**src/rtl/lector_mem_if.sv**
```systemverilog
// lector_mem_if: bundles the start request, memory read bus, output stream
// and status signals of the lector_mem block-read engine.
// master: the engine itself. slave: the memory/consumer/controller side.
interface lector_mem_if #(
  parameter int AW = 8,
  parameter int DW = 8
);
  logic            inicio;
  logic [AW-1:0]   dir_base;
  logic [AW-1:0]   longitud;
  logic [AW-1:0]   direccion;
  logic [DW-1:0]   dato;
  logic [DW-1:0]   dato_out;
  logic            valido;
  logic            listo;
  logic            ocupado;
  logic            fin;
  logic [2*DW-1:0] suma;

  modport master (
    input  inicio, dir_base, longitud, dato, listo,
    output direccion, dato_out, valido, ocupado, fin, suma
  );

  modport slave (
    output inicio, dir_base, longitud, dato, listo,
    input  direccion, dato_out, valido, ocupado, fin, suma
  );
endinterface

```
**src/rtl/lector_mem.sv**
```systemverilog
// lector_mem: sequential block-read engine for synchronous-read memories.
// Walks 'longitud' consecutive addresses from 'dir_base', captures each word
// one cycle after the memory samples the address, and offers it on a
// valid/ready stream. Each word costs at least three cycles (LEER, CAPTURA,
// ENTREGA).
// Optional feature macro: LECTOR_SUMA_EN enables the running-sum accumulator;
// without it 'suma' is tied to zero.
module lector_mem #(
  parameter int AW = 8,
  parameter int DW = 8
) (
  input  logic          clk,
  input  logic          rst,
  lector_mem_if.master  bus
);

  typedef enum logic [1:0] {
    IDLE    = 2'd0,
    LEER    = 2'd1,
    CAPTURA = 2'd2,
    ENTREGA = 2'd3
  } state_t;

  state_t        state;
  state_t        state_next;

  logic [AW-1:0] direccion_q, direccion_d;
  logic [AW-1:0] cuenta_q, cuenta_d;
  logic [DW-1:0] dato_out_q, dato_out_d;
  logic          valido_q, valido_d;
  logic          ocupado_q, ocupado_d;
  logic          fin_q, fin_d;

  logic          ultimo;
  logic          acepta;

  // The word being handed over is the last one of the burst.
  assign ultimo = (cuenta_q == AW'(1));
  // A start request is only honoured while idle.
  assign acepta = (state == IDLE) && bus.inicio;

  // State register; reset aborts any burst without a completion pulse.
  always_ff @(posedge clk or posedge rst) begin
    if (rst) begin
      state <= IDLE;
    end else begin
      state <= state_next;
    end
  end

  // Next-state logic: fixed LEER->CAPTURA->ENTREGA walk, ENTREGA waits on listo.
  always_comb begin
    state_next = state;
    case (state)
      IDLE: begin
        if (bus.inicio && (bus.longitud != '0)) begin
          state_next = LEER;
        end
      end
      LEER:    state_next = CAPTURA;
      CAPTURA: state_next = ENTREGA;
      ENTREGA: begin
        if (bus.listo) begin
          state_next = ultimo ? IDLE : LEER;
        end
      end
      default: state_next = IDLE;
    endcase
  end

  // Output logic: next values for the registered address, data and status.
  always_comb begin
    direccion_d = direccion_q;
    cuenta_d    = cuenta_q;
    dato_out_d  = dato_out_q;
    valido_d    = valido_q;
    ocupado_d   = ocupado_q;
    fin_d       = 1'b0;
    case (state)
      IDLE: begin
        if (bus.inicio) begin
          if (bus.longitud != '0) begin
            direccion_d = bus.dir_base;
            cuenta_d    = bus.longitud;
            ocupado_d   = 1'b1;
          end else begin
            fin_d = 1'b1;
          end
        end
      end
      CAPTURA: begin
        dato_out_d = bus.dato;
        valido_d   = 1'b1;
      end
      ENTREGA: begin
        if (bus.listo) begin
          valido_d = 1'b0;
          cuenta_d = cuenta_q - AW'(1);
          if (ultimo) begin
            fin_d     = 1'b1;
            ocupado_d = 1'b0;
          end else begin
            direccion_d = direccion_q + AW'(1);
          end
        end
      end
      default: ;
    endcase
  end

  // Datapath and status registers.
  always_ff @(posedge clk or posedge rst) begin
    if (rst) begin
      direccion_q <= '0;
      cuenta_q    <= '0;
      dato_out_q  <= '0;
      valido_q    <= 1'b0;
      ocupado_q   <= 1'b0;
      fin_q       <= 1'b0;
    end else begin
      direccion_q <= direccion_d;
      cuenta_q    <= cuenta_d;
      dato_out_q  <= dato_out_d;
      valido_q    <= valido_d;
      ocupado_q   <= ocupado_d;
      fin_q       <= fin_d;
    end
  end

  assign bus.direccion = direccion_q;
  assign bus.dato_out  = dato_out_q;
  assign bus.valido    = valido_q;
  assign bus.ocupado   = ocupado_q;
  assign bus.fin       = fin_q;

`ifdef LECTOR_SUMA_EN
  logic [2*DW-1:0] suma_q;

  // Running sum: cleared by any accepted start (including zero length),
  // grows as each word is captured, and holds after the burst ends.
  always_ff @(posedge clk or posedge rst) begin
    if (rst) begin
      suma_q <= '0;
    end else if (acepta) begin
      suma_q <= '0;
    end else if (state == CAPTURA) begin
      suma_q <= suma_q + {{DW{1'b0}}, bus.dato};
    end
  end

  assign bus.suma = suma_q;
`else
  logic unused_acepta;
  assign unused_acepta = acepta;
  assign bus.suma      = '0;
`endif

endmodule

```
**src/flat_wrapper.sv**
```systemverilog
// flat-port wrapper written by rule: the top's interface ports become plain ports
module lector_mem_flat 
#(
  parameter int AW = 8,
  parameter int DW = 8
)
  (clk, rst, bus_inicio, bus_dir_base, bus_longitud, bus_dato, bus_listo, bus_direccion, bus_dato_out, bus_valido, bus_ocupado, bus_fin, bus_suma);
  lector_mem_if #(.AW(AW), .DW(DW)) bus_i ();
  input  logic clk;
  input  logic rst;
  input wire logic [$bits(bus_i.inicio)-1:0] bus_inicio;
  input wire logic [$bits(bus_i.dir_base)-1:0] bus_dir_base;
  input wire logic [$bits(bus_i.longitud)-1:0] bus_longitud;
  input wire logic [$bits(bus_i.dato)-1:0] bus_dato;
  input wire logic [$bits(bus_i.listo)-1:0] bus_listo;
  output wire logic [$bits(bus_i.direccion)-1:0] bus_direccion;
  output wire logic [$bits(bus_i.dato_out)-1:0] bus_dato_out;
  output wire logic [$bits(bus_i.valido)-1:0] bus_valido;
  output wire logic [$bits(bus_i.ocupado)-1:0] bus_ocupado;
  output wire logic [$bits(bus_i.fin)-1:0] bus_fin;
  output wire logic [$bits(bus_i.suma)-1:0] bus_suma;
  assign bus_i.inicio = bus_inicio;
  assign bus_i.dir_base = bus_dir_base;
  assign bus_i.longitud = bus_longitud;
  assign bus_i.dato = bus_dato;
  assign bus_i.listo = bus_listo;
  assign bus_direccion = bus_i.direccion;
  assign bus_dato_out = bus_i.dato_out;
  assign bus_valido = bus_i.valido;
  assign bus_ocupado = bus_i.ocupado;
  assign bus_fin = bus_i.fin;
  assign bus_suma = bus_i.suma;
  lector_mem #(.AW(AW), .DW(DW)) u_core (.clk(clk), .rst(rst), .bus(bus_i));
endmodule
```
**config.mk**
```make
export PLATFORM = sky130hd
export DESIGN_NAME = lector_mem_flat
export DESIGN_NICKNAME = d
export VERILOG_FILES = /design/src/rtl/lector_mem_if.sv /design/src/rtl/lector_mem.sv /design/src/flat_wrapper.sv
export SDC_FILE = /design/constraint.sdc
export NUM_CORES = 1
export LEC_CHECK = 0
export ABC_AREA = 1
export BUFFER_PORTS_ARGS = -buffer_cell sky130_fd_sc_hd__buf_2
export CORE_ASPECT_RATIO = 0.75
export CORE_MARGIN = 10
export CORE_UTILIZATION = 30
export CTS_CLUSTER_DIAMETER = 30
export CTS_CLUSTER_SIZE = 25
export DETAILED_ROUTE_END_ITERATION = 10
export HOLD_SLACK_MARGIN = 0.05
export MAX_ROUTING_LAYER = met4
export PLACE_DENSITY = 0.59
export SYNTH_ARGS = -nofsm -noshare
export SYNTH_HDL_FRONTEND = slang
export SYNTH_SLANG_ARGS = --single-unit
```
**constraint.sdc**
```tcl
create_clock -name clk -period 2.75 [get_ports clk]
set_clock_uncertainty 0.15 [all_clocks]
set_input_delay 0.4125 -clock clk [delete_from_list [all_inputs] [get_ports clk]]
set_output_delay 0.4125 -clock clk [all_outputs]
set_load 0.01 [all_outputs]
```
==> results.py, run 1 <==
metrics = {
    "logic_synthesis": {
        "synth_edf_count": 0,
        "synthCells": 267,
        "yosys.area.top_type": "dfrtp_1",
        "synth_ff_type": "dfrtp_1",
        "synth_area_leaders": "dfrtp_1, nand2_1, buf_4",
        "synthTopCellsByCount": "nand2_1, dfrtp_1, inv_1",
        "yosysSeqAreaShare_pct": 37.5,
        "synth_cell_type_count": 24,
        "syn_avg_cell_area_sq_um": 7.25,
        "synth_most_common_cell": "nand2_1",
        "ys_warn_count": 0,
        "synth_area_sq_um": 1940,
        "synth-seq-cells": 29,
        "synth_top_area_share_pct": 37.5,
        "async_flop_share_pct": 100,
    },
    "cells_and_area": {
        "nFillCells": 689,
        "area_growth_pct": 19.8,
        "utilization_pct": 36.9,
        "drive_gt1_share_pct": 25.5,
        "insertedDiodeCount": 0,
        "instances_no_fill": 399,
        "layout.nets": 352,
    },
    "worst_setup_path": {
        "required_ns": 2.81,
        "start_kind": "flip-flop",
        "end_kind": "flip-flop",
        "path_class": "flip-flop to flip-flop",
        "crit_arrival_ns": 2.07,
        "cp_max_fo": 13,
    },
    "global_routing": {
        "grt_pass1_wl_um": 8460,
        "grt_pass1_vias": 1793,
        "grt.overflow.total": 0,
        "track_usage_pct": 10.6,
        "grt_max_degree": 21,
        "antenna_found_initial": 0,
    },
    "floorplanning": {
        "rows": 25,
        "io_pins": 63,
        "die_w_um": 113,
        "die_y_um": 89.6,
        "die_area_sq_um": 10100,
        "core_sq_um": 6290,
        "start_util_pct": 30.8,
    },
    "timing": {
        "fmax_ghz": 0.499,
        "finalCriticalPeriod_ns": 2.00,
        "tightest_slew_ns": 0.632,
        "rsz0062_at_grt": "false",
        "hold_viol_final": 0,
        "tns_ns": 0,
        "maxSlewViolCount": 0,
        "setup_viol": 0,
        "post-route-period-util_pct": 72.9,
        "slew_headroom_pct": 57.8,
    },
    "cts": {
        "clock_sinks": 29,
        "htreeDepth": 2,
        "cts_buffers": 5,
        "clk_latency_ns": 0.29,
        "clockBufferDepth": 2,
        "cts_tree": "done",
        "cts_setup_buffers": 0,
        "root_buffer": "clkbuf_8",
        "cts.clk_slew.worst_paths_ns": 0.07,
    },
    "routing": {
        "drt-initial-drc-count": 46,
        "ant_nets": 0,
        "routedWlPerCell_um": 12.6,
        "firstDrtPassIters": 4,
        "wl_um": 5040,
        "vias": 1766,
        "viasPerCell": 4.43,
        "route.detailed.drc": 0,
    },
    "power": {
        "ir_drop_mv": 0.405,
        "leakage_nw": 1.28,
        "pwr_density_cell_nw_per_um2": 1170,
    },
    "placed_design": {
        "globalplace.congestion": 0.801,
        "placed_cells": 390,
        "io_buffer_count": 46,
        "dpl.hpwl_um": 3960,
    },
    "run": {
        "drv_cap": 0,
    },
    "worst_hold_path": {
        "min_path_type": "input pin to flip-flop",
    },
    "run_status": {
        "status": "finished, final reports clean",
    },
}
power by group:
group          internal (mW)  switching (mW)
sequential             0.642           0.182
clock                  0.295           0.181
combinational          0.546           0.868
total                   1.48            1.23
flip-flops by register name, indices dropped and copies added, names as in the netlist:
name / cells
u_core.bus.valido: 1
u_core.bus.direccion: 8
u_core.cuenta_q: 8
u_core.state: 2
u_core.bus.ocupado: 1
u_core.bus.fin: 1
u_core.bus.dato_out: 8
timing repair:
item                      CTS  global route
hold buffers                1             0
hold endpoints to repair    2             0
gates resized for setup     0             0
placed cells by master, fill, tap and decap left out, drive strengths merged:
cell type	count
ha	7
nand2	98
inv	28
buf	49
nor2	24
nand3b	1
clkinvlp	1
clkbuf	6
or2	4
mux2	8
nand4	4
conb	16
o21ai	16
nand3	22
o21bai	2
bufinv	1
a21oi	1
dlygate4sd3	1
dfrtp	29
final cells by class:
class,instances,area [sq um],area share (%)
Clock buffer,6,82.6,3.56
Clock inverter,2,37.5,1.62
Inverter,28,105,4.53
Multi-Input combinational cell,203,1000,43.3
Sequential cell,29,726,31.3
Tap cell,81,101,4.37
Timing Repair Buffer,50,263,11.3
metrics by stage:
step	instance area [sq um]	power, mW	setup WS, ns	hold slack [ns]
after CTS	2320	2.76	0.722	0.193
after floorplan	1990	1.88	1.02	0.334
after global routing	2320	3.02	0.538	0.201
after global placement	2190	2.23	0.820	0.307
after detailed placement	2190	2.27	0.750	0.313
final	2320	2.71	0.745	0.200
final timing paths:
check                      slack (ns)  cells after the start               start                 endpoint
max in group asynchronous        1.24                      4                 rst       u_core.bus.ocupado
setup / recovery                 0.75                     10     u_core.state[0]       u_core.cuenta_q[3]
hold reg to reg                  0.32                      2  u_core.bus.ocupado       u_core.bus.ocupado
hold / removal                   0.20                      2         bus_dato[4]   u_core.bus.dato_out[4]
setup reg to reg                 0.75                     10     u_core.state[0]       u_core.cuenta_q[3]
min in group asynchronous        0.57                      3                 rst  u_core.bus.direccion[0]
routing by layer:
metal  vias up  part of all wire (%)  global-route usage (%)
li1        901                     -                       -
met1       794                    47                    13.4
met2        62                    45                    15.8
met3         9                   7.4                    3.59
met4         0                   1.1                    3.10
met5         -                     0                       -
critical path, cell delays in order (launching register included):
cell     delay, ns
dfrtp_1       0.39
inv_1         0.10
ha_1          0.23
inv_1         0.05
or2_2         0.10
nand2_2       0.07
inv_2         0.06
nand2_2       0.06
nor2_2        0.49
nand2_1       0.15
o21ai_2       0.08
cell families after synthesis:
kind of cell               Yosys count  share of synthesized area (%)
muxes                                8                           4.65
and+or+nand+nor                    153                           33.5
other                                1                          0.194
DFF                                 29                           37.5
adders and majority gates            7                           4.52
buffers and inverters               50                           13.6
AOI/OAI and AO/OA                   19                           6.14
Note: power is estimated with default switching activity, not from simulation.
==> run 2, diff against run 1 <==
- PLACE_DENSITY: 0.59 -> 0.61
- clock period: 2.75 -> 1.71 ns (I/O delays scaled with it)
==> run 2 against run 1 <==
Effect of this change:
- the run now ends with negative setup slack left
- power rose by 91%
- non-clock buffer count rose by 20
- final cell count grew 5.0%
- fmax grew 16%
- wire length up 10%
- flip-flop and latch count unchanged
- clock-buffer cell count stayed put
- sequential share of layout area fell by 3.9 points
- die area unchanged
==> results.py, run 2 (synthesized netlist as in run 1, its figures left out) <==
metrics = {
    "worst_setup_path": {
        "end_kind": "flip-flop",
        "start_kind": "flip-flop",
        "r2r_end": "u_core.cuenta_q[4]",
        "cp_max_fo": 6,
        "cp_slowest_cell": "dfrtp_1",
        "cp_cell_sequence": "inv_2 -> ha_4 -> buf_6 -> nand2_4 -> inv_1 -> nand2_2 -> nand2_4 -> nor2_4 -> clkbuf_16 -> o21ai_2",
        "path_common_cell": "nand2_4",
        "crit_arrival_ns": 1.75,
        "crit_buf_inv": 4,
        "reg2reg_depth": 10,
        "path_class": "flip-flop to flip-flop",
        "reg2reg_from": "u_core.state[0]",
        "required_ns": 1.73,
        "cp_top_family": "buffers and inverters",
        "cpPeakStageDelay_ns": 0.40,
        "rrSetupSlack_ns": -0.01,
    },
    "global_routing": {
        "grt_max_degree": 30,
        "grt_pass1_wl_um": 8240,
        "grt_pass1_vias": 1770,
        "track_usage_pct": 10.3,
        "grt.overflow.total": 0,
        "antenna_found_initial": 0,
    },
    "timing": {
        "fmax_ghz": 0.580,
        "hold_viol_final": 0,
        "rsz0062_at_grt": "true",
        "setup_ws_ns": -0.0131,
        "holdWs_ns": 0.0603,
        "finalCriticalPeriod_ns": 1.72,
        "setup_viol": 6,
        "post-route-period-util_pct": 101,
        "maxSlewViolCount": 0,
    },
    "cells_and_area": {
        "design_area_sq_um": 2650,
        "final_cell_mix": "nand2_1, buf_2, dfrtp_1",
        "utilization_pct": 42.1,
        "area_growth_pct": 36.8,
        "insertedDiodeCount": 0,
        "layout.nets": 372,
        "final_common_cell": "nand2_1",
        "drive_gt1_share_pct": 34.9,
    },
    "power": {
        "pwr_density_cell_nw_per_um2": 1960,
        "ir_drop_mv": 0.781,
        "leakage_nw": 1.43,
    },
    "run": {
        "drv_cap": 0,
    },
    "floorplanning": {
        "die_y_um": 89.6,
        "die_area_sq_um": 10100,
        "start_util_pct": 30.8,
        "die_w_um": 113,
        "io_pins": 63,
        "rows": 25,
        "core_sq_um": 6290,
    },
    "routing": {
        "firstDrtPassIters": 4,
        "route.detailed.drc": 0,
        "routedWlPerCell_um": 13.3,
        "wl_um": 5570,
        "drt-initial-drc-count": 67,
        "viasPerCell": 4.47,
        "ant_nets": 0,
        "vias": 1871,
    },
    "cts": {
        "clock_sinks": 29,
        "cts_buffers": 5,
        "cts.clk_slew.worst_paths_ns": 0.07,
        "htreeDepth": 2,
        "root_buffer": "clkbuf_8",
        "clockBufferDepth": 2,
        "cts_tree": "done",
        "clk_latency_ns": 0.29,
    },
    "worst_hold_path": {
        "min_path_type": "input pin to flip-flop",
        "min_from": "bus_dato[5]",
        "hold_depth": 2,
        "whs_endpoint": "u_core.bus.dato_out[5]",
    },
    "run_status": {
        "status": "finished, violations left",
        "violations": "negative setup slack",
    },
    "placed_design": {
        "placed_cell_area_sq_um": 2250,
        "globalplace.congestion": 0.823,
        "dp_slack_ns": -0.216,
        "dpl.hpwl_um": 3970,
        "io_buffer_count": 46,
    },
}
## run 2: cell count changes in the layout (fill, tap and decap cells not counted), moves of 3 or more
cell	change
buf_4	+11
ha_1	-3
nand2_1	-10
nor2_4	+3
nand2_4	+7
nand2_2	+3
inv_2	+4
dlygate4sd3_1	+6
inv_1	-5
## run 2: per-stage QoR
step | power, mW | setup TNS (ns) | std cells
floorplan | 3.03 | 0 | 282
global placement | 3.74 | -1.29 | 398
detailed placement | 3.80 | -1.84 | 398
CTS | 4.84 | 0 | 416
global route | 5.63 | -0.734 | 419
finish | 5.19 | -0.0547 | 419
## run 2: area by class of cell
cell class	count	area, sq um
Multi-Input combinational cell	203	1130
Inverter	28	108
Timing Repair Buffer	70	462
Tap cell	81	101
Fill cell	656	3640
Sequential cell	29	726
Clock inverter	2	37.5
Clock buffer	6	82.6
## run 2: worst max-delay path by stage
stage | from | endpoint | slack (ns) | depth (start not counted)
after floorplan | u_core.state[0] | u_core.cuenta_q[2] | 0.002 | 11
final | u_core.state[0] | u_core.cuenta_q[4] | -0.01 | 10
after CTS | u_core.state[1] | u_core.state[0] | 0.02 | 9
after detailed placement | u_core.state[0] | u_core.cuenta_q[3] | -0.22 | 9
after global placement | u_core.state[0] | u_core.cuenta_q[5] | -0.16 | 9
after global routing | u_core.state[0] | u_core.cuenta_q[5] | -0.08 | 11
## run 2: report_power, final
group,total (mW),internal (mW),leakage [nW],switching (mW)
Clock,0.756,0.474,0.0574,0.282
Combinational,3.11,1.37,1.02,1.73
Sequential,1.33,1.03,0.352,0.294
Total,5.19,2.88,1.43,2.31
## run 2: worst reg2reg max path: stages (launching register included)
cell and delay (ns):
dfrtp_1 0.40, inv_2 0.07, ha_4 0.17, buf_6 0.12, nand2_4 0.07, inv_1 0.05
nand2_2 0.12, nand2_4 0.07, nor2_4 0.15, clkbuf_16 0.18, o21ai_2 0.05
## run 2: timing repair
action	4_1_cts	5_1_grt
hold buffers	6	1
gates cloned	0	1
pin swaps	4	8
resized for setup	9	27
hold endpoints to repair	34	1
setup endpoints to repair	18	28
buffers inserted	5	1
## run 2: routing by layer
metal | share of wire, % | vias up | wire length (um) | global-route usage, %
li1 | - | 945 | - | -
met1 | 46 | 849 | 2570 | 12.9
met2 | 47 | 63 | 2600 | 15.7
met3 | 5.7 | 14 | 317 | 3.25
met4 | 1.6 | 0 | 88 | 2.53
met5 | 0 | - | 0 | -
